[src/rtl/address_sequencer_pkg.sv]
// Shared types and width helpers for the address sequencer and its stream interface.
package address_sequencer_pkg;

   typedef enum logic [1:0] {
      CONTINUOUS = 2'd0,
      SINGLE     = 2'd1,
      PINGPONG   = 2'd2
   } mode_t;

   typedef enum logic [1:0] {
      IDLE,
      RUN,
      DONE
   } state_t;

   // Output address is {bank, pointer, byte-offset zeros}.
   function automatic int addr_width(input int count_width, input int addr_lsb);
      return count_width + addr_lsb + 1;
   endfunction

   localparam int COUNT_WIDTH_DEFAULT = 13;
   localparam int ADDR_LSB_DEFAULT    = 2;
   localparam int ADDR_WIDTH          = addr_width(COUNT_WIDTH_DEFAULT, ADDR_LSB_DEFAULT);

   // The unused encoding 3 behaves as a one-shot pass.
   function automatic mode_t decode_mode(input logic [1:0] raw);
      case (raw)
         2'd0:    return CONTINUOUS;
         2'd2:    return PINGPONG;
         default: return SINGLE;
      endcase
   endfunction

endpackage

[src/rtl/address_sequencer_if.sv]
// Address stream from the sequencer to a BRAM port or DMA front end.
interface address_sequencer_if #(
   parameter int COUNT_WIDTH = 13,
   parameter int ADDR_LSB    = 2
);

   localparam int ADDR_WIDTH = address_sequencer_pkg::addr_width(COUNT_WIDTH, ADDR_LSB);

   logic [ADDR_WIDTH-1:0] address;
   logic                  valid;
   logic                  ready;
   logic                  last;
   logic                  wrap;
   logic                  done;
   logic                  bank;

   modport master (
      output address, valid, last, wrap, done, bank,
      input  ready
   );

   modport slave (
      input  address, valid, last, wrap, done, bank,
      output ready
   );

endinterface

[src/rtl/address_sequencer.sv]
// Programmable-window address generator: start/stride/length with continuous,
// single-shot and ping-pong passes, delivered over a valid/ready stream.
module address_sequencer
   import address_sequencer_pkg::*;
#(
   parameter int COUNT_WIDTH = 13,
   parameter int ADDR_LSB    = 2
) (
   input  logic                   clk,
   input  logic                   resetn,
   input  logic [COUNT_WIDTH-1:0] cfg_start,
   input  logic [COUNT_WIDTH-1:0] cfg_step,
   input  logic [COUNT_WIDTH-1:0] cfg_count_max,
   input  logic [1:0]             cfg_mode,
   input  logic                   load,
   input  logic                   halt,
   address_sequencer_if.master    bus
);

   state_t                 state_q, state_d;
   mode_t                  mode_q, mode_d;
   logic [COUNT_WIDTH-1:0] start_q, start_d;
   logic [COUNT_WIDTH-1:0] step_q, step_d;
   logic [COUNT_WIDTH-1:0] max_q, max_d;
   logic [COUNT_WIDTH-1:0] index_q, index_d;
   logic [COUNT_WIDTH-1:0] ptr_q, ptr_d;
   logic                   bank_q, bank_d;
   logic                   wrap_q, wrap_d;

   // NOTE: state registers use non-blocking assignments so every flop samples
   // the pre-edge value of its neighbours regardless of statement order.
   always_ff @(posedge clk or negedge resetn) begin
      if (!resetn) begin
         state_q <= IDLE;
         mode_q  <= CONTINUOUS;
         start_q <= '0;
         step_q  <= '0;
         max_q   <= '0;
         index_q <= '0;
         ptr_q   <= '0;
         bank_q  <= 1'b0;
         wrap_q  <= 1'b0;
      end else begin
         state_q <= state_d;
         mode_q  <= mode_d;
         start_q <= start_d;
         step_q  <= step_d;
         max_q   <= max_d;
         index_q <= index_d;
         ptr_q   <= ptr_d;
         bank_q  <= bank_d;
         wrap_q  <= wrap_d;
      end
   end

   // NOTE: every signal gets its hold value before any branch, so no path
   // through the block leaves one unassigned and no latch can be inferred.
   always_comb begin
      state_d = state_q;
      mode_d  = mode_q;
      start_d = start_q;
      step_d  = step_q;
      max_d   = max_q;
      index_d = index_q;
      ptr_d   = ptr_q;
      bank_d  = bank_q;
      wrap_d  = 1'b0;

      if (load) begin
         mode_d  = decode_mode(cfg_mode);
         start_d = cfg_start;
         step_d  = cfg_step;
         max_d   = cfg_count_max;
         index_d = '0;
         ptr_d   = cfg_start;
         bank_d  = 1'b0;
         state_d = RUN;
      end else if (halt) begin
         state_d = IDLE;
      end else if (state_q == RUN && bus.ready) begin
         if (index_q == max_q) begin
            case (mode_q)
               CONTINUOUS: begin
                  index_d = '0;
                  ptr_d   = start_q;
                  wrap_d  = 1'b1;
               end
               PINGPONG: begin
                  index_d = '0;
                  ptr_d   = start_q;
                  wrap_d  = 1'b1;
                  bank_d  = ~bank_q;
               end
               default: state_d = DONE;
            endcase
         end else begin
            index_d = index_q + COUNT_WIDTH'(1);
            ptr_d   = ptr_q + step_q;
         end
      end
   end

   // Outputs decode only registered state, so ready never reaches valid.
   assign bus.valid   = (state_q == RUN);
   assign bus.last    = (state_q == RUN) && (index_q == max_q);
   assign bus.done    = (state_q == DONE);
   assign bus.wrap    = wrap_q;
   assign bus.bank    = bank_q;
   assign bus.address = {bank_q, ptr_q, {ADDR_LSB{1'b0}}};

endmodule

[src/flat_wrapper.sv]
// flat-port wrapper written by rule: the top's interface ports become plain ports
module address_sequencer_flat import address_sequencer_pkg::*;
#(
   parameter int COUNT_WIDTH = 13,
   parameter int ADDR_LSB    = 2
)
  (clk, resetn, cfg_start, cfg_step, cfg_count_max, cfg_mode, load, halt, bus_address, bus_valid, bus_last, bus_wrap, bus_done, bus_bank, bus_ready);
  address_sequencer_if #(.COUNT_WIDTH(COUNT_WIDTH), .ADDR_LSB(ADDR_LSB)) bus_i ();
  input  logic clk;
  input  logic resetn;
  input  logic [COUNT_WIDTH-1:0] cfg_start;
  input  logic [COUNT_WIDTH-1:0] cfg_step;
  input  logic [COUNT_WIDTH-1:0] cfg_count_max;
  input  logic [1:0] cfg_mode;
  input  logic load;
  input  logic halt;
  output wire logic [$bits(bus_i.address)-1:0] bus_address;
  output wire logic [$bits(bus_i.valid)-1:0] bus_valid;
  output wire logic [$bits(bus_i.last)-1:0] bus_last;
  output wire logic [$bits(bus_i.wrap)-1:0] bus_wrap;
  output wire logic [$bits(bus_i.done)-1:0] bus_done;
  output wire logic [$bits(bus_i.bank)-1:0] bus_bank;
  input wire logic [$bits(bus_i.ready)-1:0] bus_ready;
  assign bus_address = bus_i.address;
  assign bus_valid = bus_i.valid;
  assign bus_last = bus_i.last;
  assign bus_wrap = bus_i.wrap;
  assign bus_done = bus_i.done;
  assign bus_bank = bus_i.bank;
  assign bus_i.ready = bus_ready;
  address_sequencer #(.COUNT_WIDTH(COUNT_WIDTH), .ADDR_LSB(ADDR_LSB)) u_core (.clk(clk), .resetn(resetn), .cfg_start(cfg_start), .cfg_step(cfg_step), .cfg_count_max(cfg_count_max), .cfg_mode(cfg_mode), .load(load), .halt(halt), .bus(bus_i));
endmodule
[config.mk]
export PLATFORM = sky130hd
export DESIGN_NAME = address_sequencer_flat
export DESIGN_NICKNAME = d
export VERILOG_FILES = /design/src/rtl/address_sequencer_pkg.sv /design/src/rtl/address_sequencer_if.sv /design/src/rtl/address_sequencer.sv /design/src/flat_wrapper.sv
export SDC_FILE = /design/constraint.sdc
export NUM_CORES = 1
export LEC_CHECK = 0
export ABC_AREA = 1
export BUFFER_PORTS_ARGS = -buffer_cell sky130_fd_sc_hd__buf_2
export CORE_MARGIN = 10
export CORE_UTILIZATION = 49
export CTS_CLUSTER_DIAMETER = 200
export DETAILED_ROUTE_END_ITERATION = 16
export PLACE_DENSITY = 0.7
export SETUP_SLACK_MARGIN = 0.3
export SYNTH_ARGS = -nofsm -noshare
export SYNTH_HDL_FRONTEND = slang
export SYNTH_SLANG_ARGS = --single-unit
export TNS_END_PERCENT = 5
[constraint.sdc]
create_clock -name clk -period 4.3 [get_ports clk]
set_input_delay 0.215 -clock clk [delete_from_list [all_inputs] [get_ports clk]]
set_output_delay 0.215 -clock clk [all_outputs]
set_load 0.1 [all_outputs]
==> results.cfg, run 1 <==
[outcome]
outcome = finished, final reports clean

[pwr]
switching_share = 0.454
internal_power_mw = 1.29
power.clock.fraction = 0.222
ir_drop_mv = 0.206
power.share.combinational = 0.429
cellPowerDensity_nw_per_um2 = 479
p_leak_nw = 2.78
switching_power_mw = 1.07
p_seq_frac = 0.350

[final_layout]
final_core_util = 0.567
seq_area_sq_um = 1780
final_cells = 807
final_common_cell = nand2_1
layout.nets = 754
drive_gt1_frac = 0.170
diodes = 0
multi_input_area_sq_um = 2210
areaGrowthSynthToFinish_pct = 12.2
layout_common_cells = nand2_1 (252), dfrtp_1 (71), buf_2 (64)
nFillCells = 886
design_area_sq_um = 4940

[timing]
hold_violations = 0
post-route-period-util = 0.610
max_freq_ghz = 0.381
finClkSkew_ns = 0.00779
fin_crit_ns = 2.62
tns_ns = 0
setup_viol = 0
drv_slew = 0
tightest_slew_ns = 0.907
relSlewSlack = 0.395
rsz0062_at_grt = false

[clock_network]
clock_sinks = 71
hold_buffers = 0
insertion_delay_ns = 0.34
cts_setup_buffers = 0
cts_buffers = 9
root_buffer = clkbuf_8
cts_buffer_depth = 2
cts-resized-gates = 0
cts_tree = built
h-tree-depth = 3
clkTransAtPathRegs_ns = 0.08

[critical_path]
crit_fanout = 22
r2r_cells = 7
crit_arrival_ns = 2.41
criticalPathCategory = flip-flop to output pin
startpoint_type = flip-flop
critical_path_required_ns = 4.09
end_kind = output pin

[placed_design]
io_buffers = 64
placed_area_sq_um = 4750
dp_cells = 791
hpwlAfterDp_um = 8060
gp_congestion = 0.894

[synthesis]
synthFlopType = dfrtp_1
synth_cell_types = 32
synth_area_sq_um = 4400
synth.avg_cell_area_sq_um = 6.90
synth_edf_count = 0
netlist_instances = 638
ys_ff_latch = 71
yosys_warnings = 0
async_flop_share = 1.00
ys_seq_area_frac = 0.404

[flow_run]
drv_cap = 0

[die]
start_util = 0.505
die_area_sq_um = 13200
boundaryPins = 67
core_area_sq_um = 8720
die_h_um = 115
num_rows = 34
die_w_um = 115

[global_routing]
antenna_found_initial = 0
track_usage = 0.169
first_global_vias = 4004
grt_start_max_net_pins = 72
grt_pass1_wl_um = 18400
grt-ovfl-total = 0

[routing]
vias = 4050
drc = 0
drt-initial-drc-count = 314
wire_per_inst_um = 13.6
drtAntennaViolNets = 0
viasPerCell = 5.02
wirelength_um = 10900
drtPass1Iterations = 5

[hold_path]
hold_class = input pin to async pin
Yosys cell counts, types with 5 or more instances:
library cell,count,share of area
nand2_1,252,0.21
dfrtp_1,71,0.40
inv_1,63,0.054
nor2_1,55,0.047
nand3_1,44,0.050
o21ai_0,20,0.023
a21oi_1,15,0.017
ha_1,13,0.037
nand2_2,13,0.018
xor2_1,13,0.026
inv_2,12,0.010
o21ai_1,8,0.0091
clkbuf_1,6,0.0051
nand4_1,6,0.0085
nor3_1,6,0.0068
buf_1,5,0.0043
buf_2,5,0.0057
o21ai_2,5,0.0099
per-stage QoR:
step / hold WS (ns) / power [mW] / worst slack [ns]
finish: 0.0684 / 2.37 / 1.68
floorplan: -0.0806 / 1.64 / 0.953
global route: 0.0769 / 2.52 / 1.45
CTS: 0.0551 / 2.38 / 1.68
detailed placement: 0.421 / 1.86 / 1.83
global placement: 0.416 / 1.84 / 1.87
power groups by stage:
stage,sequential (mW),combinational (mW),clock [mW]
2_1_floorplan,1.10,0.540,0
3_3_place_gp,0.838,1.00,0
6_report,0.827,1.02,0.525
3_5_place_dp,0.841,1.02,0
4_1_cts,0.828,1.02,0.533
5_1_grt,0.839,1.12,0.560
logic make-up (layout without fill, tap and decap cells):
| logic type | count (synthesis) | count (layout) | share of synthesized area |
|---|---|---|---|
| simple gates | 387 | 387 | 0.365 |
| flops | 71 | 71 | 0.404 |
| buf+inv | 99 | 159 | 0.0955 |
| other cells | 1 | 2 | 0.000852 |
| fa+ha+maj | 14 | 14 | 0.0415 |
| compound gates | 50 | 50 | 0.0620 |
| xor+xnor | 16 | 16 | 0.0318 |
registers in the layout, indices dropped and copies added (netlist names):
| signal | cells |
|---|---|
| u_core.bus.bank | 1 |
| u_core.bus.wrap | 1 |
| u_core.index_q | 13 |
| u_core.max_q | 13 |
| u_core.mode_q | 2 |
| u_core.ptr_q | 13 |
| u_core.start_q | 13 |
| u_core.state_q | 2 |
| u_core.step_q | 13 |
layout make-up:
type,instances,area share
sequential,71,0.360
clock buffer,14,0.0370
clock inverter,2,0.00253
multi-input combinational,469,0.447
timing repair buffer,66,0.0679
inverter,77,0.0585
tap,108,0.0273
critical path, cell delays in order (launching register included):
cell and delay (ns):
dfrtp_1 0.50, inv_2 0.09, nand2_1 0.08, nand2_1 0.06
nor2_1 0.14, nand2_1 0.08, nor2_1 0.11, nand2_2 0.31
nor3_1 0.23, buf_2 0.46
path summary, 6_finish.rpt:
| check | endpoint | startpoint | slack, ns |
|---|---|---|---|
| setup / recovery | bus_last | u_core.index_q[0] | 1.68 |
| hold / removal | u_core.bus.wrap | resetn | 0.07 |
| setup reg to reg | u_core.index_q[4] | u_core.state_q[1] | 2.01 |
| hold reg to reg | u_core.start_q[11] | u_core.start_q[11] | 0.47 |
| max in group asynchronous | u_core.start_q[5] | resetn | 3.63 |
| min in group clk | u_core.step_q[5] | cfg_step[5] | 0.07 |
metal layers:
metal	up-vias	wire [um]	track usage
li1	2083	-	-
met1	1859	5320	0.221
met2	96	4820	0.273
met3	12	667	0.0380
met4	0	130	0.0528
met5	-	0	0
(Power assumes the default switching activity.)
==> inputs of run 2 (changes only) <==
- PLACE_DENSITY: 0.7 -> 0.73
- clock period: 4.3 -> 2.2 ns (I/O delays scaled with it)
==> results.cfg, run 2 (synthesis results as in run 1) <==
[critical_path]
end_kind = output pin
r2r_end = u_core.ptr_q[8]
critical_path_required_ns = 2.09
startpoint_type = flip-flop
crit_fanout = 4
r2r_cells = 13
crit_arrival_ns = 1.92
r2r_start = u_core.ptr_q[0]
r2r_slack_ns = 0.28
criticalPathCategory = flip-flop to output pin

[die]
boundaryPins = 67
die_w_um = 115
num_rows = 34
die_h_um = 115
core_area_sq_um = 8720
die_area_sq_um = 13200
start_util = 0.505

[global_routing]
first_global_vias = 4298
antenna_found_initial = 0
grt_pass1_wl_um = 19900
track_usage = 0.182
grt_start_max_net_pins = 46
grt-ovfl-total = 0

[timing]
rsz0062_at_grt = true
relSlewSlack = 0.522
setup_ws_ns = 0.171
finClkSkew_ns = 0.0162
tns_ns = 0
setup_viol = 0
post-route-period-util = 0.922
hold_violations = 0
max_freq_ghz = 0.493
fin_hold_ws_ns = 0.0215
tightest_slew_ns = 0.717
drv_slew = 0
fin_crit_ns = 2.03

[clock_network]
insertion_delay_ns = 0.36
clkTransAtPathRegs_ns = 0.09
cts_tree = built
cts_buffers = 9
clock_sinks = 71
h-tree-depth = 3
cts_buffer_depth = 2
root_buffer = clkbuf_8

[hold_path]
hold_class = input pin to flip-flop
min_from = cfg_start[5]
holdPathEnd = u_core.start_q[5]
holdPathStages = 3

[routing]
drtPass1Iterations = 5
viasPerCell = 4.96
drc = 0
vias = 4261
drt-initial-drc-count = 344
wirelength_um = 11500
wire_per_inst_um = 13.3
drtAntennaViolNets = 0

[placed_design]
placed_area_sq_um = 4860
gp_congestion = 0.923
hpwlAfterDp_um = 8170
post-place-ws_ns = 0.294
io_buffers = 64

[final_layout]
areaGrowthSynthToFinish_pct = 26.1
design_area_sq_um = 5550
final_core_util = 0.637
diodes = 0
nFillCells = 756
layout_common_cells = nand2_1 (248), buf_2 (63), inv_1 (62)
layout.nets = 806
final_common_cell = nand2_1
drive_gt1_frac = 0.217

[pwr]
p_leak_nw = 3.00
ir_drop_mv = 0.443
cellPowerDensity_nw_per_um2 = 880

[outcome]
outcome = finished, final reports clean

[flow_run]
drv_cap = 0
run 2: per-stage QoR:
stage,total power [mW],std cells
after global routing,5.21,859
final,4.89,859
after floorplan,3.23,639
after detailed placement,3.65,796
after global placement,3.61,796
after CTS,4.88,855
run 2: worst max path at each step:
stage / start / slack [ns] / endpoint
global route: u_core.index_q[12] / 0.05 / bus_last
global placement: u_core.ptr_q[0] / 0.34 / u_core.ptr_q[8]
finish: u_core.index_q[1] / 0.17 / bus_last
detailed placement: u_core.ptr_q[0] / 0.29 / u_core.ptr_q[8]
floorplan: u_core.index_q[6] / 0.24 / bus_last
CTS: u_core.index_q[1] / 0.22 / bus_last
run 2: report_power, final:
part | leakage (nW) | internal (mW) | switching [mW] | total, mW
clock | 0.109 | 0.619 | 0.540 | 1.16
combinational | 2.03 | 0.618 | 1.47 | 2.09
sequential | 0.859 | 1.48 | 0.160 | 1.64
total | 3.00 | 2.72 | 2.17 | 4.89
run 2: area by class of cell:
class                           count  area [sq um]  share of cell area
Clock buffer                       12           165              0.0297
Sequential cell                    71          1800               0.324
Tap cell                          108           135              0.0243
Multi-Input combinational cell    469          2260               0.407
Timing Repair Buffer              118           852               0.153
Clock inverter                      4          51.3             0.00924
Inverter                           77           289              0.0521
run 2: timing repair:
item,in CTS,in global routing
cloned,0,0
setup buffers,5,4
resized for setup,5,8
setup endpoints to repair,2,26
hold endpoints to repair,67,0
pin swaps,1,6
hold buffers,38,0
run 2: layer usage:
layer,routed length (um),track usage
met5,0,0
met4,183,0.0627
met3,902,0.0563
met2,4990,0.273
met1,5390,0.245
run 2: worst max-delay path: stages, from the launching register on:
cell and delay (ns):
dfrtp_1 0.41, buf_4 0.15, nand2_1 0.07, nand2_1 0.05
nor2_1 0.08, nand2_1 0.07, nor2_2 0.09, nand2_2 0.09
buf_6 0.14, nor3_4 0.20, buf_12 0.20
